### src/rtl/keypad_entry_guard_pkg.sv
// Shared home-automation definitions for the keypad entry guard:
// FSM state encoding, default access codes and the code-match helper.
package keypad_entry_guard_pkg;

    localparam logic [2:0] ST_IDLE     = 3'd0;
    localparam logic [2:0] ST_DEBOUNCE = 3'd1;
    localparam logic [2:0] ST_PRESENT  = 3'd2;
    localparam logic [2:0] ST_RELEASE  = 3'd3;
    localparam logic [2:0] ST_LOCKOUT  = 3'd4;

    localparam logic [3:0] MAIN_CODE_DEFAULT = 4'b1010;
    localparam logic [3:0] IDLE_CODE_DEFAULT = 4'b0000;

    // A code is good if it equals either the master code or the temporary code.
    function automatic logic code_match(input logic [3:0] code,
                                        input logic [3:0] main_code,
                                        input logic [3:0] temp_code);
        return (code == main_code) || (code == temp_code);
    endfunction

endpackage

### src/rtl/keypad_entry_guard_debounce_counter.sv
// Counts consecutive samples at a wanted level; any other sample restarts the
// count. Used for press debouncing (want_high=1) and release detection (want_high=0).
module debounce_counter #(
    parameter int CYCLES = 16
) (
    input  logic clk,
    input  logic rst_n,
    input  logic enable,
    input  logic sample,
    input  logic want_high,
    output logic reached
);

    localparam int CW = $clog2(CYCLES + 1);
    localparam logic [CW-1:0] LAST = CW'(CYCLES - 1);

    logic          hit;
    logic [CW-1:0] count;

    assign hit     = enable && (sample == want_high);
    assign reached = hit && (count == LAST);

    // Count matching samples; clear when disabled, on a wrong-level sample, or on completion.
    always_ff @(posedge clk or negedge rst_n) begin
        if (!rst_n) begin
            count <= '0;
        end else if (!hit || reached) begin
            count <= '0;
        end else begin
            count <= count + 1'b1;
        end
    end

endmodule

### src/rtl/keypad_entry_guard.sv
// Keypad entry guard: debounces the enter button, presents the captured code
// to the downstream lock for a fixed window, tracks consecutive failures and
// enforces a lockout period after too many bad codes.
module keypad_entry_guard
    import keypad_entry_guard_pkg::*;
#(
    parameter int         DEBOUNCE_CYCLES = 16,
    parameter int         HOLD_CYCLES     = 8,
    parameter int         MAX_FAILS       = 3,
    parameter int         LOCKOUT_CYCLES  = 1024,
    parameter logic [3:0] MAIN_CODE       = MAIN_CODE_DEFAULT,
    parameter logic [3:0] IDLE_CODE       = IDLE_CODE_DEFAULT
) (
    input  logic                           clk,
    input  logic                           rst_n,
    input  logic [3:0]                     keypad_raw,
    input  logic                           submit,
    input  logic [3:0]                     temp_access_code,
    output logic [3:0]                     keypad_out,
    output logic                           code_valid,
    output logic                           code_accepted,
    output logic                           lockout,
    output logic [$clog2(MAX_FAILS+1)-1:0] fail_count
);

    localparam int FW = $clog2(MAX_FAILS + 1);
    localparam int HW = $clog2(HOLD_CYCLES + 1);
    localparam int LW = $clog2(LOCKOUT_CYCLES + 1);
    localparam logic [FW-1:0] FAIL_MAX  = FW'(MAX_FAILS);
    localparam logic [HW-1:0] HOLD_LAST = HW'(HOLD_CYCLES - 1);
    localparam logic [LW-1:0] LOCK_LAST = LW'(LOCKOUT_CYCLES - 1);

    logic [3:0]    key_meta, key_sync;
    logic          sub_meta, sub_sync;
    logic [2:0]    state, state_next;
    logic [3:0]    captured;
    logic          match_q;
    logic [HW-1:0] hold_cnt;
    logic [LW-1:0] lock_cnt;
    logic          deb_en, deb_want_high, deb_reached;
    logic          capture, hold_done, lock_done;

    // Two-flop synchronizers for the asynchronous switch and button inputs.
    // NOTE: non-blocking assignments make every flop sample the pre-edge value,
    // so the meta->sync chain really is two stages rather than collapsing to one.
    always_ff @(posedge clk or negedge rst_n) begin
        if (!rst_n) begin
            key_meta <= '0;
            key_sync <= '0;
            sub_meta <= 1'b0;
            sub_sync <= 1'b0;
        end else begin
            key_meta <= keypad_raw;
            key_sync <= key_meta;
            sub_meta <= submit;
            sub_sync <= sub_meta;
        end
    end

    assign deb_en        = (state == ST_IDLE) || (state == ST_DEBOUNCE) || (state == ST_RELEASE);
    assign deb_want_high = (state != ST_RELEASE);

    debounce_counter #(
        .CYCLES(DEBOUNCE_CYCLES)
    ) u_debounce (
        .clk       (clk),
        .rst_n     (rst_n),
        .enable    (deb_en),
        .sample    (sub_sync),
        .want_high (deb_want_high),
        .reached   (deb_reached)
    );

    assign capture   = deb_reached && ((state == ST_IDLE) || (state == ST_DEBOUNCE));
    assign hold_done = (state == ST_PRESENT) && (hold_cnt == HOLD_LAST);
    assign lock_done = (state == ST_LOCKOUT) && (lock_cnt == LOCK_LAST);

    // Next-state selection for the entry FSM.
    // NOTE: state_next gets a default before the case so no path leaves it
    // unassigned, which would otherwise infer a latch.
    always_comb begin
        state_next = state;
        case (state)
            ST_IDLE: begin
                if (capture)       state_next = ST_PRESENT;
                else if (sub_sync) state_next = ST_DEBOUNCE;
            end
            ST_DEBOUNCE: begin
                if (capture)        state_next = ST_PRESENT;
                else if (!sub_sync) state_next = ST_IDLE;
            end
            ST_PRESENT: begin
                if (hold_done) state_next = (fail_count == FAIL_MAX) ? ST_LOCKOUT : ST_RELEASE;
            end
            ST_RELEASE: begin
                if (deb_reached) state_next = ST_IDLE;
            end
            ST_LOCKOUT: begin
                if (lock_done) state_next = ST_RELEASE;
            end
            default: state_next = ST_IDLE;
        endcase
    end

    // State register plus presentation/lockout timers and the capture path.
    // NOTE: every flop here, including the captured code, is reset so that an
    // abort mid-presentation leaves nothing stale to reappear later.
    always_ff @(posedge clk or negedge rst_n) begin
        if (!rst_n) begin
            state    <= ST_IDLE;
            captured <= IDLE_CODE;
            match_q  <= 1'b0;
            hold_cnt <= '0;
            lock_cnt <= '0;
        end else begin
            state    <= state_next;
            hold_cnt <= (state == ST_PRESENT && !hold_done) ? hold_cnt + 1'b1 : '0;
            lock_cnt <= (state == ST_LOCKOUT && !lock_done) ? lock_cnt + 1'b1 : '0;
            if (capture) begin
                captured <= key_sync;
                match_q  <= code_match(key_sync, MAIN_CODE, temp_access_code);
            end
        end
    end

    // Consecutive-failure counter: judged at capture, cleared after a lockout.
    always_ff @(posedge clk or negedge rst_n) begin
        if (!rst_n) begin
            fail_count <= '0;
        end else if (capture) begin
            if (code_match(key_sync, MAIN_CODE, temp_access_code)) fail_count <= '0;
            else if (fail_count != FAIL_MAX)                     fail_count <= fail_count + 1'b1;
        end else if (lock_done) begin
            fail_count <= '0;
        end
    end

    assign keypad_out    = (state == ST_PRESENT) ? captured : IDLE_CODE;
    assign code_valid    = (state == ST_PRESENT) && (hold_cnt == '0);
    assign code_accepted = code_valid && match_q;
    assign lockout       = (state == ST_LOCKOUT);

endmodule

### config.mk
export PLATFORM = sky130hd
export DESIGN_NAME = keypad_entry_guard
export DESIGN_NICKNAME = d
export VERILOG_FILES = /design/src/rtl/keypad_entry_guard_pkg.sv /design/src/rtl/keypad_entry_guard_debounce_counter.sv /design/src/rtl/keypad_entry_guard.sv
export SDC_FILE = /design/constraint.sdc
export NUM_CORES = 1
export LEC_CHECK = 0
export CORE_ASPECT_RATIO = 2
export CORE_MARGIN = 4
export CORE_UTILIZATION = 65
export CTS_CLUSTER_DIAMETER = 50
export DETAILED_ROUTE_END_ITERATION = 10
export DONT_BUFFER_PORTS = 1
export PLACE_DENSITY = 0.81
export SYNTH_ARGS = -nofsm -noshare
export SYNTH_HDL_FRONTEND = slang
export SYNTH_SLANG_ARGS = --single-unit
### constraint.sdc
create_clock -name clk -period 4.4 [get_ports clk]
set_input_delay 0.88 -clock clk [delete_from_list [all_inputs] [get_ports clk]]
set_output_delay 0.88 -clock clk [all_outputs]
set_load 0.01 [all_outputs]
Word level (Yosys, flattened, before mapping):

Cells that the tools add are included.

* reduce and logical (&&, ||, !) cells: 21
* eq/ne operators: 19
* add/sub/neg operators: 4
* mux-type cells: 17

Operators by type and width (count)
* two-way mux 3 bit: 8
* one-hot mux 3 bit (5 select lines): 1
* adder 11 x 1 -> 11 bit, second input constant: 1
* == test 11 x 10 -> 1 bit, second input constant: 1
* two-way mux 11 bit: 1
* logical AND 1 bit: 9
* two-way mux 2 bit: 4
* two-way mux 4 bit: 2
* == test 3 x 2 -> 1 bit, second input constant: 2
* != test 2 bit, second input constant: 3
* != test 3 bit, second input constant: 2
* adder 5 x 1 -> 5 bit, second input constant: 1
* == test 5 x 4 -> 1 bit, second input constant: 1
* two-way mux 5 bit: 1
* AND reduction 5 bit: 1
* adder 4 x 1 -> 4 bit, second input constant: 1
* == test 4 x 3 -> 1 bit, second input constant: 1
* == test 4 bit: 1
* == test 4 bit, second input constant: 1
* zero test 4 bit: 1
* logical OR 1 bit: 4
* == test 3 x 1 -> 1 bit, second input constant: 1
* == test 3 bit, second input constant: 1
* zero test 1 bit: 3
* other kinds (9): 9

* logic and storage cells: 72
* flip-flop bits (word level): 40
* input bits: 11

Logic depth before layout (Yosys ltp):

* depth after elaboration: 8
* depth in mapped cells: 8
* gate-level depth less buffers: 7

Hierarchy:

From an unflattened synthesis, not the netlist that was laid out.

* cell total of the unflattened synthesis: 159
* area, all modules: 1783.0 um^2

By module, submodules not included
* keypad_entry_guard: times used 1, cells an instance 138, area each 1550.2 um^2
* debounce_counter: times used 1, cells an instance 21, area each 232.7 um^2

Least setup slack after synthesis:

Ideal clock, no wire load.

* path kind: flip-flop to output port
* from: reg state[2]
* to: out code_accepted
* arrival time: 1.492 ns
* slack: 2.028 ns
* cell stages (with the launch flop): 5
* path buffers: 1
* path through: dfrtp_1 > clkbuf_2 > nand3b_1 > nor4b_1 > and2_1

* cells in the longest elaborated chain, start to end: 3

Ends and longest elaborated chain
* start, declared: line keypad_entry_guard.sv:35 `logic [2:0] state, state_next;`
* start signal, assigned: line keypad_entry_guard.sv:116 `state <= state_next;`
* == test 3 x 2 -> 1 bit: line keypad_entry_guard.sv:139 `assign code_valid = (state == ST_PRESENT) && (hold_cnt == '0);`
* logical AND 1 bit: line keypad_entry_guard.sv:139
* named net code_valid: line keypad_entry_guard.sv:20 `output logic code_valid,`
* logical AND 1 bit: line keypad_entry_guard.sv:140 `assign code_accepted = code_valid && match_q;`
* end, declared: line keypad_entry_guard.sv:21 `output logic code_accepted,`

The timed path passes the listed nets, and every way through them passes these cells.

Worst setup path after layout:

Ends and elaborated chain as after synthesis.

==> flow_metrics.py <==
metrics = {
    "cells_and_area": {
        "num-nets-final": 192,
        "mostFrequentLayoutCell": "dfrtp_1",
        "area_growth_syn_to_layout_pct": 6.152,
        "fill_cells": 191,
        "layout_common_cells": "dfrtp_1 (40), nor2_1 (24), nand2_1 (21)",
        "drive_above_1_share": 0.1023,
        "num_antenna_cells": 0,
    },
    "synthesis": {
        "synth_edf_count": 0,
        "synthAdderAreaFrac": 0.04101,
        "synthMuxAreaShare": 0.01367,
        "synth_xor_xnor_area_share": 0.07177,
        "synthCells": 171,
        "seq_area_frac_synth": 0.5468,
        "synth_compound_area_frac": 0.07177,
        "yosys.area.top_type_share": 0.5468,
        "synth_top_family_by_area": "simple AND/OR/NAND/NOR gates",
        "yosys_warnings": 0,
        "yosysUniqueCellTypes": 36,
        "synthSimpleGateAreaFrac": 0.2228,
        "ys_ff_latch": 40,
        "avgSynthCellArea_um2": 10.70,
        "synthArstFlopShare": 1.000,
        "synth_area_leaders": "dfrtp_1 (55%), nor2_1 (4.9%), xnor2_1 (4.8%)",
        "synth_nets": 188,
        "synth_flop_cell": "dfrtp_1",
        "synth_area_mm2": 0.001831,
        "synth.largest_area_cell": "dfrtp_1",
    },
    "floorplanning": {
        "die_w_um": 45.53,
        "die-area_mm2": 0.003781,
        "row_count": 27,
        "core_mm2": 0.002736,
        "io_pins": 20,
        "start_util": 0.6690,
        "die_y_um": 83.05,
    },
    "critical_path": {
        "crit_type": "flop to output pin",
        "required_ns": 3.52,
        "cp_data_arrival_time_ns": 1.99,
        "cp_slowest_cell": "nor4b_1",
        "crit_path_cell_trace": "nand3b_1, nor4b_1, and2_1",
        "cp_slowest_stage_delay_ns": 0.66,
        "cp-start-kind": "flop",
        "crit_fanout": 9,
        "critPathBufInv": 0,
        "setup.worst_path.end_class": "output pin",
        "crit_family": "simple AND/OR/NAND/NOR gates",
    },
    "placement": {
        "place.gp.congestion": 0.7410,
        "pre_cts_ws_ns": 1.869,
        "dp_hpwl_mm": 2.511,
        "port_buffers": 0,
    },
    "sta": {
        "fin_crit_ns": 2.866,
        "fin_skew_ns": 0.009190,
        "min_period_over_period": 0.6513,
        "max_freq_ghz": 0.3490,
        "setup_viol": 0,
        "max_slew_margin": 0.4226,
        "tightest_slew_ns": 0.8544,
        "maxSlewViolCount": 0,
        "hold_violations": 0,
        "worst_slack_ns": 1.534,
        "rsz0062_at_grt": "no",
        "fin_tns_setup_ns": 0,
    },
    "clock_tree": {
        "path_clk_slew_ns": 0.08,
        "cts_num_sinks": 40,
        "cts_tree": "built",
        "cts-root-buf": "clkbuf_8",
        "cts_setup_buffers": 0,
        "clock_latency_ns": 0.30,
        "h-tree-depth": 2,
        "cts_hold_buf": 0,
        "post_cts_resized": 0,
        "cts_buffers": 5,
        "cts_buffer_depth": 2,
    },
    "route": {
        "drt_pre_antenna_iters": 4,
        "vias": 1214,
        "detail-route-antenna-nets": 0,
        "wire_per_inst_um": 16.92,
        "drc": 0,
        "drt_iter0_drc": 37,
        "wl_mm": 3.469,
        "via_per_inst": 5.922,
    },
    "hold_path": {
        "min-delay-path-class": "input port to asynchronous set/reset pin",
    },
    "power_and_ir_drop": {
        "p_per_area_mw_per_mm2": 352.7,
        "p_total_mw": 0.6853,
        "power_leakage_nw": 0.8876,
        "max-vdd-ir-drop_mv": 0.3270,
    },
    "global_routing": {
        "grt_usage": 0.2113,
        "grt_max_degree": 41,
        "grt_pass1_vias": 1248,
        "antenna_found_initial": 0,
        "grt_pass1_wl_mm": 5.699,
        "overflow": 0,
    },
    "run": {
        "maxCapViolCount": 0,
    },
    "run_status": {
        "outcome": "complete, no violations",
    },
}
-- power breakdown --
group	leakage (nW)	internal (mW)	switching, mW
clock network	0.0434	0.127	0.129
registers	0.515	0.379	0.0116
logic	0.329	0.0179	0.0206
-- worst paths after layout --
kind | start | endpoint | slack (ns) | cells past startpoint
max in group asynchronous | rst_n | hold_cnt[3]$_DFF_PN0_ | 4.03 | 0
worst max register to register | u_debounce.count[0]$_DFF_PN0_ | state[1]$_DFFE_PN0P_ | 2.27 | 7
worst min register to register | sub_meta$_DFF_PN0_ | sub_sync$_DFF_PN0_ | 0.35 | 0
worst min-delay path | rst_n | u_debounce.count[2]$_DFF_PN0_ | 0.27 | 0
worst max-delay path | state[2]$_DFFE_PN0P_ | code_accepted | 1.53 | 3
min in group clk | sub_meta$_DFF_PN0_ | sub_sync$_DFF_PN0_ | 0.35 | 0
-- state kept, by name, indices dropped and copies added, names as in the netlist --
| signal | flops |
|---|---|
| sub_sync | 1 |
| state | 3 |
| key_sync | 4 |
| captured | 4 |
| sub_meta | 1 |
| match_q | 1 |
| hold_cnt | 4 |
| fail_count | 2 |
| key_meta | 4 |
| u_debounce.count | 5 |
| lock_cnt | 11 |
-- synthesized netlist by cell type, types with 2 or more instances --
master    number
dfrtp_1       40
ha_1           6
xnor2_1       10
xor2_1         5
a21oi_1        2
nor2_1        24
o21ai_0        5
nor3_1         2
and2_1         5
clkbuf_2       2
and3_1         4
nand3_1        8
or3_2          2
nor4bb_1       2
o31ai_1        2
inv_1         10
o211ai_1       3
nand2_1       21
-- routing by layer --
| metal | vias up | share of wire | GRT usage |
|---|---|---|---|
| met5 | - | 0 | 0 |
| met4 | 0 | 0.032 | 0.1387 |
| met2 | 23 | 0.57 | 0.3605 |
| li1 | 582 | - | - |
| met3 | 10 | 0.033 | 0.05206 |
| met1 | 599 | 0.36 | 0.2056 |
-- final cells by class --
| class | count | area (um^2) | share of cell area |
|---|---|---|---|
| tap | 29 | 36.28 | 0.01867 |
| multi-input combinational | 118 | 770.7 | 0.3967 |
| clock buffer | 6 | 82.58 | 0.04250 |
| clock inverter | 2 | 15.01 | 0.007727 |
| inverter | 10 | 37.54 | 0.01932 |
| sequential | 40 | 1001 | 0.5151 |
-- kinds of logic (layout without fill, tap and decap cells) --
group / after synthesis / in the layout
compound gates: 17 / 17
mux: 2 / 2
xor+xnor: 15 / 15
flops: 40 / 40
simple gates: 78 / 78
fa+ha+maj: 6 / 6
buf+inv: 13 / 18
-- through the flow --
step,cells,hold slack (ns),instance area (um^2),util
floorplan,171,0.3312,1831,-
global placement,197,0.3323,1846,0.6744
detailed placement,197,0.3364,1846,0.6744
CTS,205,0.2560,1943,0.7101
global route,205,0.2512,1943,0.7101
finish,205,0.2666,1943,0.7101
(Power assumes the default switching activity.)
